===== src/rtl/mem_port_arbiter_if.sv =====
`default_nettype none
// ============================================================================
// mem_port_arbiter_if : fetch, data and shared memory port signal bundle
// Rev 1.0
// ============================================================================
interface mem_port_arbiter_if #(
  parameter int ADDR_W = 64
);
  logic              ireq_valid;
  logic [ADDR_W-1:0] ireq_addr;
  logic              iresp_ok;
  logic [31:0]       iresp_data;

  logic              dreq_valid;
  logic [ADDR_W-1:0] dreq_addr;
  logic              dreq_write;
  logic [2:0]        dreq_size;
  logic [7:0]        dreq_strobe;
  logic [63:0]       dreq_wdata;
  logic              dresp_ok;
  logic [63:0]       dresp_data;

  logic              mreq_valid;
  logic [ADDR_W-1:0] mreq_addr;
  logic              mreq_write;
  logic [2:0]        mreq_size;
  logic [7:0]        mreq_strobe;
  logic [63:0]       mreq_wdata;
  logic              mresp_ok;
  logic              mresp_last;
  logic [63:0]       mresp_data;

  // The arbiter masters the shared memory port and serves both requesters.
  modport master (
    input  ireq_valid, ireq_addr,
    output iresp_ok, iresp_data,
    input  dreq_valid, dreq_addr, dreq_write, dreq_size, dreq_strobe, dreq_wdata,
    output dresp_ok, dresp_data,
    output mreq_valid, mreq_addr, mreq_write, mreq_size, mreq_strobe, mreq_wdata,
    input  mresp_ok, mresp_last, mresp_data
  );

  modport slave (
    output ireq_valid, ireq_addr,
    input  iresp_ok, iresp_data,
    output dreq_valid, dreq_addr, dreq_write, dreq_size, dreq_strobe, dreq_wdata,
    input  dresp_ok, dresp_data,
    input  mreq_valid, mreq_addr, mreq_write, mreq_size, mreq_strobe, mreq_wdata,
    output mresp_ok, mresp_last, mresp_data
  );
endinterface
`default_nettype wire


===== src/rtl/mem_port_arbiter.sv =====
`default_nettype none
// ============================================================================
// mem_port_arbiter : shares one memory port between fetch and data requests
// Rev 1.0
// ============================================================================
module mem_port_arbiter #(
  parameter int MAX_DWAIT = 4,
  parameter int ADDR_W    = 64
) (
  input  logic               clk,
  input  logic               reset,
  mem_port_arbiter_if.master bus
);
  typedef enum logic [1:0] {
    IDLE   = 2'd0,
    BUSY_I = 2'd1,
    BUSY_D = 2'd2
  } state_t;

  localparam logic [3:0] c_max_dwait = 4'(MAX_DWAIT);

  state_t            r_state;
  state_t            w_state_nxt;
  logic [ADDR_W-1:0] r_addr;
  logic              r_write;
  logic [2:0]        r_size;
  logic [7:0]        r_strobe;
  logic [63:0]       r_wdata;
  logic [3:0]        r_scnt;
  logic              r_iresp_ok;
  logic              r_dresp_ok;
  logic [31:0]       r_iresp_data;
  logic [63:0]       r_dresp_data;

  logic              w_idle;
  logic              w_starve;
  logic              w_grant_d;
  logic              w_grant_i;
  logic              w_done;

  always_comb begin
    w_idle      = (r_state == IDLE);
    w_starve    = bus.ireq_valid && (r_scnt >= c_max_dwait);
    w_grant_d   = w_idle && bus.dreq_valid && !w_starve;
    w_grant_i   = w_idle && !w_grant_d && bus.ireq_valid;
    w_done      = !w_idle && bus.mresp_ok && bus.mresp_last;
    w_state_nxt = r_state;
    if (w_grant_d) begin
      w_state_nxt = BUSY_D;
    end else if (w_grant_i) begin
      w_state_nxt = BUSY_I;
    end else if (w_done) begin
      w_state_nxt = IDLE;
    end
  end

  always_ff @(posedge clk) begin
    if (reset) begin
      r_state <= IDLE;
    end else begin
      r_state <= w_state_nxt;
    end
  end

  // Latched request: the shared port never sees live requester inputs.
  always_ff @(posedge clk) begin
    if (reset) begin
      r_addr   <= '0;
      r_write  <= 1'b0;
      r_size   <= 3'd0;
      r_strobe <= 8'h00;
      r_wdata  <= 64'h0;
    end else if (w_grant_d) begin
      r_addr   <= bus.dreq_addr;
      r_write  <= bus.dreq_write;
      r_size   <= bus.dreq_size;
      r_strobe <= bus.dreq_write ? bus.dreq_strobe : 8'h00;
      r_wdata  <= bus.dreq_wdata;
    end else if (w_grant_i) begin
      r_addr   <= bus.ireq_addr;
      r_write  <= 1'b0;
      r_size   <= 3'd2;
      r_strobe <= 8'h00;
      r_wdata  <= 64'h0;
    end
  end

  // Counts data grants that overtook a waiting fetch.
  always_ff @(posedge clk) begin
    if (reset) begin
      r_scnt <= 4'd0;
    end else if (!bus.ireq_valid || w_grant_i) begin
      r_scnt <= 4'd0;
    end else if (w_grant_d && (r_scnt != 4'hF)) begin
      r_scnt <= r_scnt + 4'd1;
    end
  end

  always_ff @(posedge clk) begin
    if (reset) begin
      r_iresp_ok   <= 1'b0;
      r_dresp_ok   <= 1'b0;
      r_iresp_data <= 32'h0;
      r_dresp_data <= 64'h0;
    end else begin
      r_iresp_ok <= w_done && (r_state == BUSY_I);
      r_dresp_ok <= w_done && (r_state == BUSY_D);
      if (w_done && (r_state == BUSY_I)) begin
        r_iresp_data <= r_addr[2] ? bus.mresp_data[63:32] : bus.mresp_data[31:0];
      end
      if (w_done && (r_state == BUSY_D)) begin
        r_dresp_data <= r_write ? 64'h0 : bus.mresp_data;
      end
    end
  end

  assign bus.mreq_valid  = (r_state != IDLE);
  assign bus.mreq_addr   = r_addr;
  assign bus.mreq_write  = r_write;
  assign bus.mreq_size   = r_size;
  assign bus.mreq_strobe = r_strobe;
  assign bus.mreq_wdata  = r_wdata;
  assign bus.iresp_ok    = r_iresp_ok;
  assign bus.iresp_data  = r_iresp_data;
  assign bus.dresp_ok    = r_dresp_ok;
  assign bus.dresp_data  = r_dresp_data;
endmodule
`default_nettype wire


===== src/flat_wrapper.sv =====
// flat-port wrapper written by rule: the top's interface ports become plain ports
module mem_port_arbiter_flat 
#(
  parameter int MAX_DWAIT = 4,
  parameter int ADDR_W    = 64
)
  (clk, reset, bus_ireq_valid, bus_ireq_addr, bus_iresp_ok, bus_iresp_data, bus_dreq_valid, bus_dreq_addr, bus_dreq_write, bus_dreq_size, bus_dreq_strobe, bus_dreq_wdata, bus_dresp_ok, bus_dresp_data, bus_mreq_valid, bus_mreq_addr, bus_mreq_write, bus_mreq_size, bus_mreq_strobe, bus_mreq_wdata, bus_mresp_ok, bus_mresp_last, bus_mresp_data);
  mem_port_arbiter_if #(.ADDR_W(ADDR_W)) bus_i ();
  input  logic clk;
  input  logic reset;
  input wire logic [$bits(bus_i.ireq_valid)-1:0] bus_ireq_valid;
  input wire logic [$bits(bus_i.ireq_addr)-1:0] bus_ireq_addr;
  output wire logic [$bits(bus_i.iresp_ok)-1:0] bus_iresp_ok;
  output wire logic [$bits(bus_i.iresp_data)-1:0] bus_iresp_data;
  input wire logic [$bits(bus_i.dreq_valid)-1:0] bus_dreq_valid;
  input wire logic [$bits(bus_i.dreq_addr)-1:0] bus_dreq_addr;
  input wire logic [$bits(bus_i.dreq_write)-1:0] bus_dreq_write;
  input wire logic [$bits(bus_i.dreq_size)-1:0] bus_dreq_size;
  input wire logic [$bits(bus_i.dreq_strobe)-1:0] bus_dreq_strobe;
  input wire logic [$bits(bus_i.dreq_wdata)-1:0] bus_dreq_wdata;
  output wire logic [$bits(bus_i.dresp_ok)-1:0] bus_dresp_ok;
  output wire logic [$bits(bus_i.dresp_data)-1:0] bus_dresp_data;
  output wire logic [$bits(bus_i.mreq_valid)-1:0] bus_mreq_valid;
  output wire logic [$bits(bus_i.mreq_addr)-1:0] bus_mreq_addr;
  output wire logic [$bits(bus_i.mreq_write)-1:0] bus_mreq_write;
  output wire logic [$bits(bus_i.mreq_size)-1:0] bus_mreq_size;
  output wire logic [$bits(bus_i.mreq_strobe)-1:0] bus_mreq_strobe;
  output wire logic [$bits(bus_i.mreq_wdata)-1:0] bus_mreq_wdata;
  input wire logic [$bits(bus_i.mresp_ok)-1:0] bus_mresp_ok;
  input wire logic [$bits(bus_i.mresp_last)-1:0] bus_mresp_last;
  input wire logic [$bits(bus_i.mresp_data)-1:0] bus_mresp_data;
  assign bus_i.ireq_valid = bus_ireq_valid;
  assign bus_i.ireq_addr = bus_ireq_addr;
  assign bus_iresp_ok = bus_i.iresp_ok;
  assign bus_iresp_data = bus_i.iresp_data;
  assign bus_i.dreq_valid = bus_dreq_valid;
  assign bus_i.dreq_addr = bus_dreq_addr;
  assign bus_i.dreq_write = bus_dreq_write;
  assign bus_i.dreq_size = bus_dreq_size;
  assign bus_i.dreq_strobe = bus_dreq_strobe;
  assign bus_i.dreq_wdata = bus_dreq_wdata;
  assign bus_dresp_ok = bus_i.dresp_ok;
  assign bus_dresp_data = bus_i.dresp_data;
  assign bus_mreq_valid = bus_i.mreq_valid;
  assign bus_mreq_addr = bus_i.mreq_addr;
  assign bus_mreq_write = bus_i.mreq_write;
  assign bus_mreq_size = bus_i.mreq_size;
  assign bus_mreq_strobe = bus_i.mreq_strobe;
  assign bus_mreq_wdata = bus_i.mreq_wdata;
  assign bus_i.mresp_ok = bus_mresp_ok;
  assign bus_i.mresp_last = bus_mresp_last;
  assign bus_i.mresp_data = bus_mresp_data;
  mem_port_arbiter #(.MAX_DWAIT(MAX_DWAIT), .ADDR_W(ADDR_W)) u_core (.clk(clk), .reset(reset), .bus(bus_i));
endmodule

===== config.mk =====
export PLATFORM = sky130hd
export DESIGN_NAME = mem_port_arbiter_flat
export DESIGN_NICKNAME = d
export VERILOG_FILES = /design/src/rtl/mem_port_arbiter_if.sv /design/src/rtl/mem_port_arbiter.sv /design/src/flat_wrapper.sv
export SDC_FILE = /design/constraint.sdc
export NUM_CORES = 1
export LEC_CHECK = 0
export BUFFER_PORTS_ARGS = -buffer_cell sky130_fd_sc_hd__buf_2
export CORE_AREA = 2 2 199 201
export DETAILED_ROUTE_END_ITERATION = 10
export DIE_AREA = 0 0 201 203
export PLACE_DENSITY_LB_ADDON = 0.12
export SYNTH_ARGS = -nofsm -noshare
export SYNTH_HDL_FRONTEND = slang
export SYNTH_SLANG_ARGS = --single-unit

===== constraint.sdc =====
create_clock -name clk -period 2.7 [get_ports clk]
set_input_delay 0.54 -clock clk [delete_from_list [all_inputs] [get_ports clk]]
set_output_delay 0.54 -clock clk [all_outputs]
set_load 0.05 [all_outputs]

==> impl_metrics.py, run 1 <==
metrics = {
    "run_status": {
        "outcome": "completed",
    },
    "logic_synthesis": {
        "syn_inst": 1051,
        "synth_nets": 1326,
        "synth_largest_area_cell": "dfxtp_1",
        "postSynthAreaPerCell_um2": 9.079,
        "synth_area_um2": 9542,
        "netlist.area_leader.share": 0.5119,
        "ys_seq_area_frac": 0.5119,
        "ys_types": 33,
        "synth_seq_cells": 244,
        "yosys_warnings": 0,
        "synth_top_cells_by_area": "dfxtp_1 (51%), a21oi_1 (7.6%), o21ai_0 (7.3%)",
    },
    "cells_and_area": {
        "areaGrowthSynthToFinish_pct": 43.12,
        "fillers": 4098,
        "layout.cells.non_filler": 2038,
        "final_cell_mix": "buf_2 (511), dfxtp_1 (243), a21oi_1 (144), o21ai_0 (139), nand3_1 (133)",
        "nNetsFinal": 1766,
        "layout_commonest_cell": "buf_2",
        "drive_above_1_share": 0.3931,
    },
    "routing": {
        "detail-route-antenna-nets": 0,
        "drc": 0,
        "drt_iter0_drc": 602,
        "totalWireLength_mm": 41.41,
        "via_per_inst": 4.993,
        "firstDrtPassIters": 5,
        "wl_per_cell_um": 20.32,
        "num_vias": 10180,
    },
    "setup_path": {
        "r2r_slack_ns": 0.72,
        "worst-setup-path-type": "register to output port",
        "reg2reg_from": "u_core.r_state[1]",
        "worstPathArrival_ns": 1.76,
        "start_kind": "register",
        "endpoint_kind": "output port",
        "crit_required_ns": 2.16,
        "reg2reg_to": "u_core.bus.mreq_addr[11]",
        "rr_worst_depth": 4,
        "cp_max_fo": 9,
        "startpoint": "u_core.r_state[1]",
    },
    "cts": {
        "root_buffer": "clkbuf_16",
        "clk_pin_slew_worst_paths_ns": 0.06,
        "clock_latency_ns": 0.57,
        "cts_sinks": 244,
        "cts_hold_buf": 0,
        "h-tree-depth": 1,
        "clockBufferDepth": 3,
        "post_cts_buffers": 0,
        "cts_buffers": 30,
        "cts_tree": "done",
        "ctsResizeCount": 0,
    },
    "pwr": {
        "fin_total_pwr_uw": 10470,
        "power_density_nw_per_um2": 766.5,
        "ir_drop_uv": 630.0,
        "p_leak_uw": 0.005988,
    },
    "global_route": {
        "grt_first_pass_wirelength_mm": 62.22,
        "grt_pass1_vias": 9937,
        "grt_use_total": 0.1917,
        "antenna_found_initial": 14,
        "grt_max_degree": 99,
        "grt-ovfl-total": 0,
    },
    "timing": {
        "relSlewSlack": 0.4456,
        "drv_slew": 0,
        "fin_skew_ns": 0.01279,
        "finalCriticalPeriod_ns": 2.303,
        "tightest_slew_ns": 0.8316,
        "rsz0062_at_grt": "no",
        "max_freq_mhz": 434.2,
        "tns_ns": 0,
        "report.final.setup_viol": 0,
        "hold_viol": 0,
        "min_period_over_period": 0.8531,
    },
    "floorplanning": {
        "die_area_um2": 40800,
        "start_util": 0.2480,
        "io_pins": 513,
        "core_region_area_um2": 38470,
        "die_y_um": 203,
        "die_x_um": 201,
        "placementRows": 72,
    },
    "worst_hold_path": {
        "hold_path_depth": 2,
        "hold_start": "bus_mresp_data[21]",
        "hold_path.class": "input port to register",
        "worstHoldEndpoint": "u_core.bus.dresp_data[21]",
    },
    "placed_design": {
        "hpwl_mm": 27.76,
        "dp.cells": 1977,
        "place_congestion": 0.8133,
        "portBuffers": 512,
    },
    "job": {
        "drv_cap": 0,
    },
}
flip-flops by register name, indices dropped and copies added, names as in the netlist:
register                count
u_core.bus.mreq_strobe      8
u_core.bus.mreq_addr       64
u_core.bus.iresp_data      32
u_core.bus.mreq_wdata      64
u_core.r_scnt               4
u_core.bus.dresp_ok         1
u_core.r_state              2
u_core.bus.mreq_write       1
u_core.bus.iresp_ok         1
u_core.bus.dresp_data      64
u_core.bus.mreq_size        3
power by group:
part,switching [µW],internal [µW]
combinational,1710,655
sequential,143,3850
clock,1620,2480
total,3480,6990
worst max path at each step:
| stage | endpoint | depth (start not counted) |
|---|---|---|
| 2_1_floorplan | u_core.bus.dresp_data[10] | 5 |
| 3_3_place_gp | u_core.bus.mreq_addr[59] | 5 |
| 3_5_place_dp | u_core.bus.mreq_addr[11] | 5 |
| 4_1_cts | bus_mreq_valid | 3 |
| 5_1_grt | bus_mreq_valid | 3 |
| 6_report | bus_mreq_valid | 3 |
worst max-delay path: stages (launching register included):
cell,delay (ns)
dfxtp_1,0.55
nor2_4,0.07
inv_2,0.23
buf_2,0.34
cell usage after synthesis:
library cell	n
dfxtp_1	244
a21oi_1	144
o21ai_0	139
nand3_1	133
clkbuf_1	81
a22o_1	64
a311oi_1	64
nor2_1	37
buf_2	35
a211oi_1	33
mux2i_1	32
buf_1	9
nand4_1	9
nand2_1	6
a32oi_1	2
or3b_1	2
a31oi_1	1
a41oi_1	1
and4b_1	1
clkinv_1	1
ha_1	1
inv_1	1
nand2b_1	1
nor2_2	1
nor2b_1	1
nor3_1	1
nor3_2	1
nor3b_1	1
o211ai_1	1
o21a_1	1
o21ai_1	1
or2_2	1
or4_1	1
layer usage:
metal | vias to the layer above | track usage | part of all wire
met5 | - | 0 | 0.0014
met4 | 8 | 0.06058 | 0.028
met3 | 73 | 0.05795 | 0.079
met2 | 411 | 0.3146 | 0.48
met1 | 4825 | 0.2406 | 0.41
li1 | 4859 | - | -
cells by family after synthesis:
kind of cell    share of synthesized area
mux                               0.03357
compound gates                     0.2974
buf+inv                           0.05455
simple gates                       0.1012
fa+ha+maj                        0.001311
flops                              0.5119
layout make-up:
| type | count | area [µm²] | share of cell area |
|---|---|---|---|
| sequential | 244 | 4886 | 0.3578 |
| multi-input combinational | 680 | 4200 | 0.3076 |
| inverter | 2 | 7.507 | 0.0005498 |
| tap | 518 | 648.1 | 0.04746 |
| clock buffer | 43 | 900.9 | 0.06597 |
| timing repair buffer | 533 | 2889 | 0.2116 |
| clock inverter | 9 | 101.3 | 0.007422 |
| antenna | 9 | 22.52 | 0.001649 |
metrics by stage:
stage / area, µm² / hold slack, ns / worst slack, ns / util
finish: 13660 / 0.2005 / 0.3967 / 0.3550
global route: 13650 / 0.1701 / 0.2959 / 0.3549
CTS: 13630 / 0.1606 / 0.3354 / 0.3544
detailed placement: 12630 / 0.4587 / 0.6056 / 0.3284
global placement: 12630 / 0.4543 / 0.6642 / 0.3284
floorplan: 9542 / 0.4536 / 0.9051 / -
Power figures use the tool's default switching activity.
==> run 2, diff against run 1 <==
==> constraint.sdc (replaced) <==
create_clock -name clk -period 2.7 [get_ports clk]
set_input_delay 0.54 -clock clk [delete_from_list [all_inputs] [get_ports clk]]
set_output_delay 0.54 -clock clk [all_outputs]
set_load 0.005 [all_outputs]
==> impl_metrics.py, run 2 (synthesized netlist as in run 1, its figures left out) <==
metrics = {
    "setup_path": {
        "endpoint_kind": "output port",
        "crit_slowest_cell": "dfxtp_1",
        "r2r_slack_ns": 0.67,
        "cpLargestDelayFamily": "flip-flops",
        "crit_required_ns": 2.16,
        "crit_path_cell_trace": "nor2_4 -> inv_2 -> buf_2",
        "cp_num_buf_inv": 2,
        "startpoint": "u_core.r_state[1]",
        "cp_max_fo": 14,
        "start_kind": "register",
        "reg2reg_from": "u_core.r_state[1]",
        "worst-setup-path-type": "register to output port",
        "worstPathArrival_ns": 1.65,
        "slowest_delay_ns": 0.54,
    },
    "cts": {
        "h-tree-depth": 1,
        "clk_pin_slew_worst_paths_ns": 0.06,
        "clockBufferDepth": 3,
        "cts_buffers": 30,
        "cts_hold_buf": 0,
        "post_cts_buffers": 0,
        "ctsResizeCount": 0,
        "root_buffer": "clkbuf_16",
        "cts_tree": "done",
        "clock_latency_ns": 0.56,
        "cts_sinks": 244,
    },
    "pwr": {
        "p_leak_uw": 0.006023,
        "power_density_nw_per_um2": 714.7,
        "ir_drop_uv": 459.2,
    },
    "timing": {
        "tns_ns": 0,
        "layout_setup_ws_ns": 0.5058,
        "finalCriticalPeriod_ns": 2.194,
        "hold_viol": 0,
        "relSlewSlack": 0.3389,
        "max_freq_mhz": 455.8,
        "report.final.setup_viol": 0,
        "rsz0062_at_grt": "no",
        "drv_slew": 0,
        "min_period_over_period": 0.8126,
        "tightest_slew_ns": 0.9916,
        "fin_skew_ns": 0.009111,
    },
    "routing": {
        "wl_per_cell_um": 20.22,
        "via_per_inst": 5.002,
        "drc": 0,
        "drt_iter0_drc": 531,
        "totalWireLength_mm": 41.35,
        "firstDrtPassIters": 7,
        "detail-route-antenna-nets": 0,
        "num_vias": 10230,
    },
    "worst_hold_path": {
        "hold_start": "bus_mresp_data[40]",
        "hold_path.class": "input port to register",
    },
    "global_route": {
        "grt-ovfl-total": 0,
        "grt_first_pass_wirelength_mm": 62.05,
        "antenna_found_initial": 9,
        "grt_use_total": 0.1912,
        "grt_pass1_vias": 10100,
        "grt_max_degree": 83,
    },
    "floorplanning": {
        "start_util": 0.2480,
        "die_area_um2": 40800,
        "io_pins": 513,
        "core_region_area_um2": 38470,
        "die_x_um": 201,
        "die_y_um": 203,
        "placementRows": 72,
    },
    "cells_and_area": {
        "drive_above_1_share": 0.3966,
        "areaGrowthSynthToFinish_pct": 43.84,
        "utilization": 0.3568,
        "nNetsFinal": 1769,
        "final_cell_mix": "buf_2 (511), dfxtp_1 (243), a21oi_1 (144), o21ai_0 (139), nand3_1 (133)",
        "multi_input_area_um2": 4200,
        "fillers": 4059,
        "regArea_um2": 4886,
        "finalInstanceArea_um2": 13720,
        "layout_commonest_cell": "buf_2",
    },
    "placed_design": {
        "portBuffers": 512,
        "placement.cell_area_um2": 12640,
        "place_congestion": 0.8212,
        "hpwl_mm": 27.62,
        "dp_slack_ns": 0.4609,
    },
    "run_status": {
        "outcome": "completed",
    },
    "job": {
        "drv_cap": 0,
    },
}
## run 2: final timing paths
path,to,depth (start not counted)
max,bus_mreq_valid,3
min,u_core.bus.dresp_data[40],2
max reg2reg,u_core.r_scnt[3],3
min reg2reg,u_core.bus.mreq_wdata[38],2
## run 2: metrics by stage
stage / hold WS, ns / instances / power [µW]
floorplan: 0.4536 / 1051 / 4827
global placement: 0.4533 / 1980 / 5621
detailed placement: 0.4595 / 1980 / 5627
CTS: 0.1609 / 2036 / 9980
global route: 0.1717 / 2044 / 10300
finish: 0.2008 / 2045 / 9809
## run 2: cell type report
cell class	instances	area share
diodes	9	0.001641
clock buffers	42	0.06537
clock inverters	14	0.01194
inverters	2	0.0005470
multi-input cells	680	0.3060
flip-flops and latches	244	0.3560
well taps	518	0.04722
repair buffers	536	0.2112
## run 2: report_power, final
group          internal, µW  switching [µW]  total (µW)
clock                  2600            1680        4280
sequential             3850             140        3990
combinational           656             882        1540
total                  7110            2700        9810
## run 2: worst reg2reg max path, cell delays in order, from the launching register on
cell,delay (ns)
dfxtp_1,0.42
or3b_2,0.85
or4_1,0.58
a21oi_1,0.12
## run 2: per-layer routing
| metal | wire length (µm) | vias to the layer above | global-route usage |
|---|---|---|---|
| li1 | - | 4861 | - |
| met1 | 17010 | 4898 | 0.2355 |
| met2 | 20020 | 397 | 0.3181 |
| met3 | 3092 | 71 | 0.05554 |
| met4 | 1221 | 2 | 0.06720 |
| met5 | 13 | - | 0 |
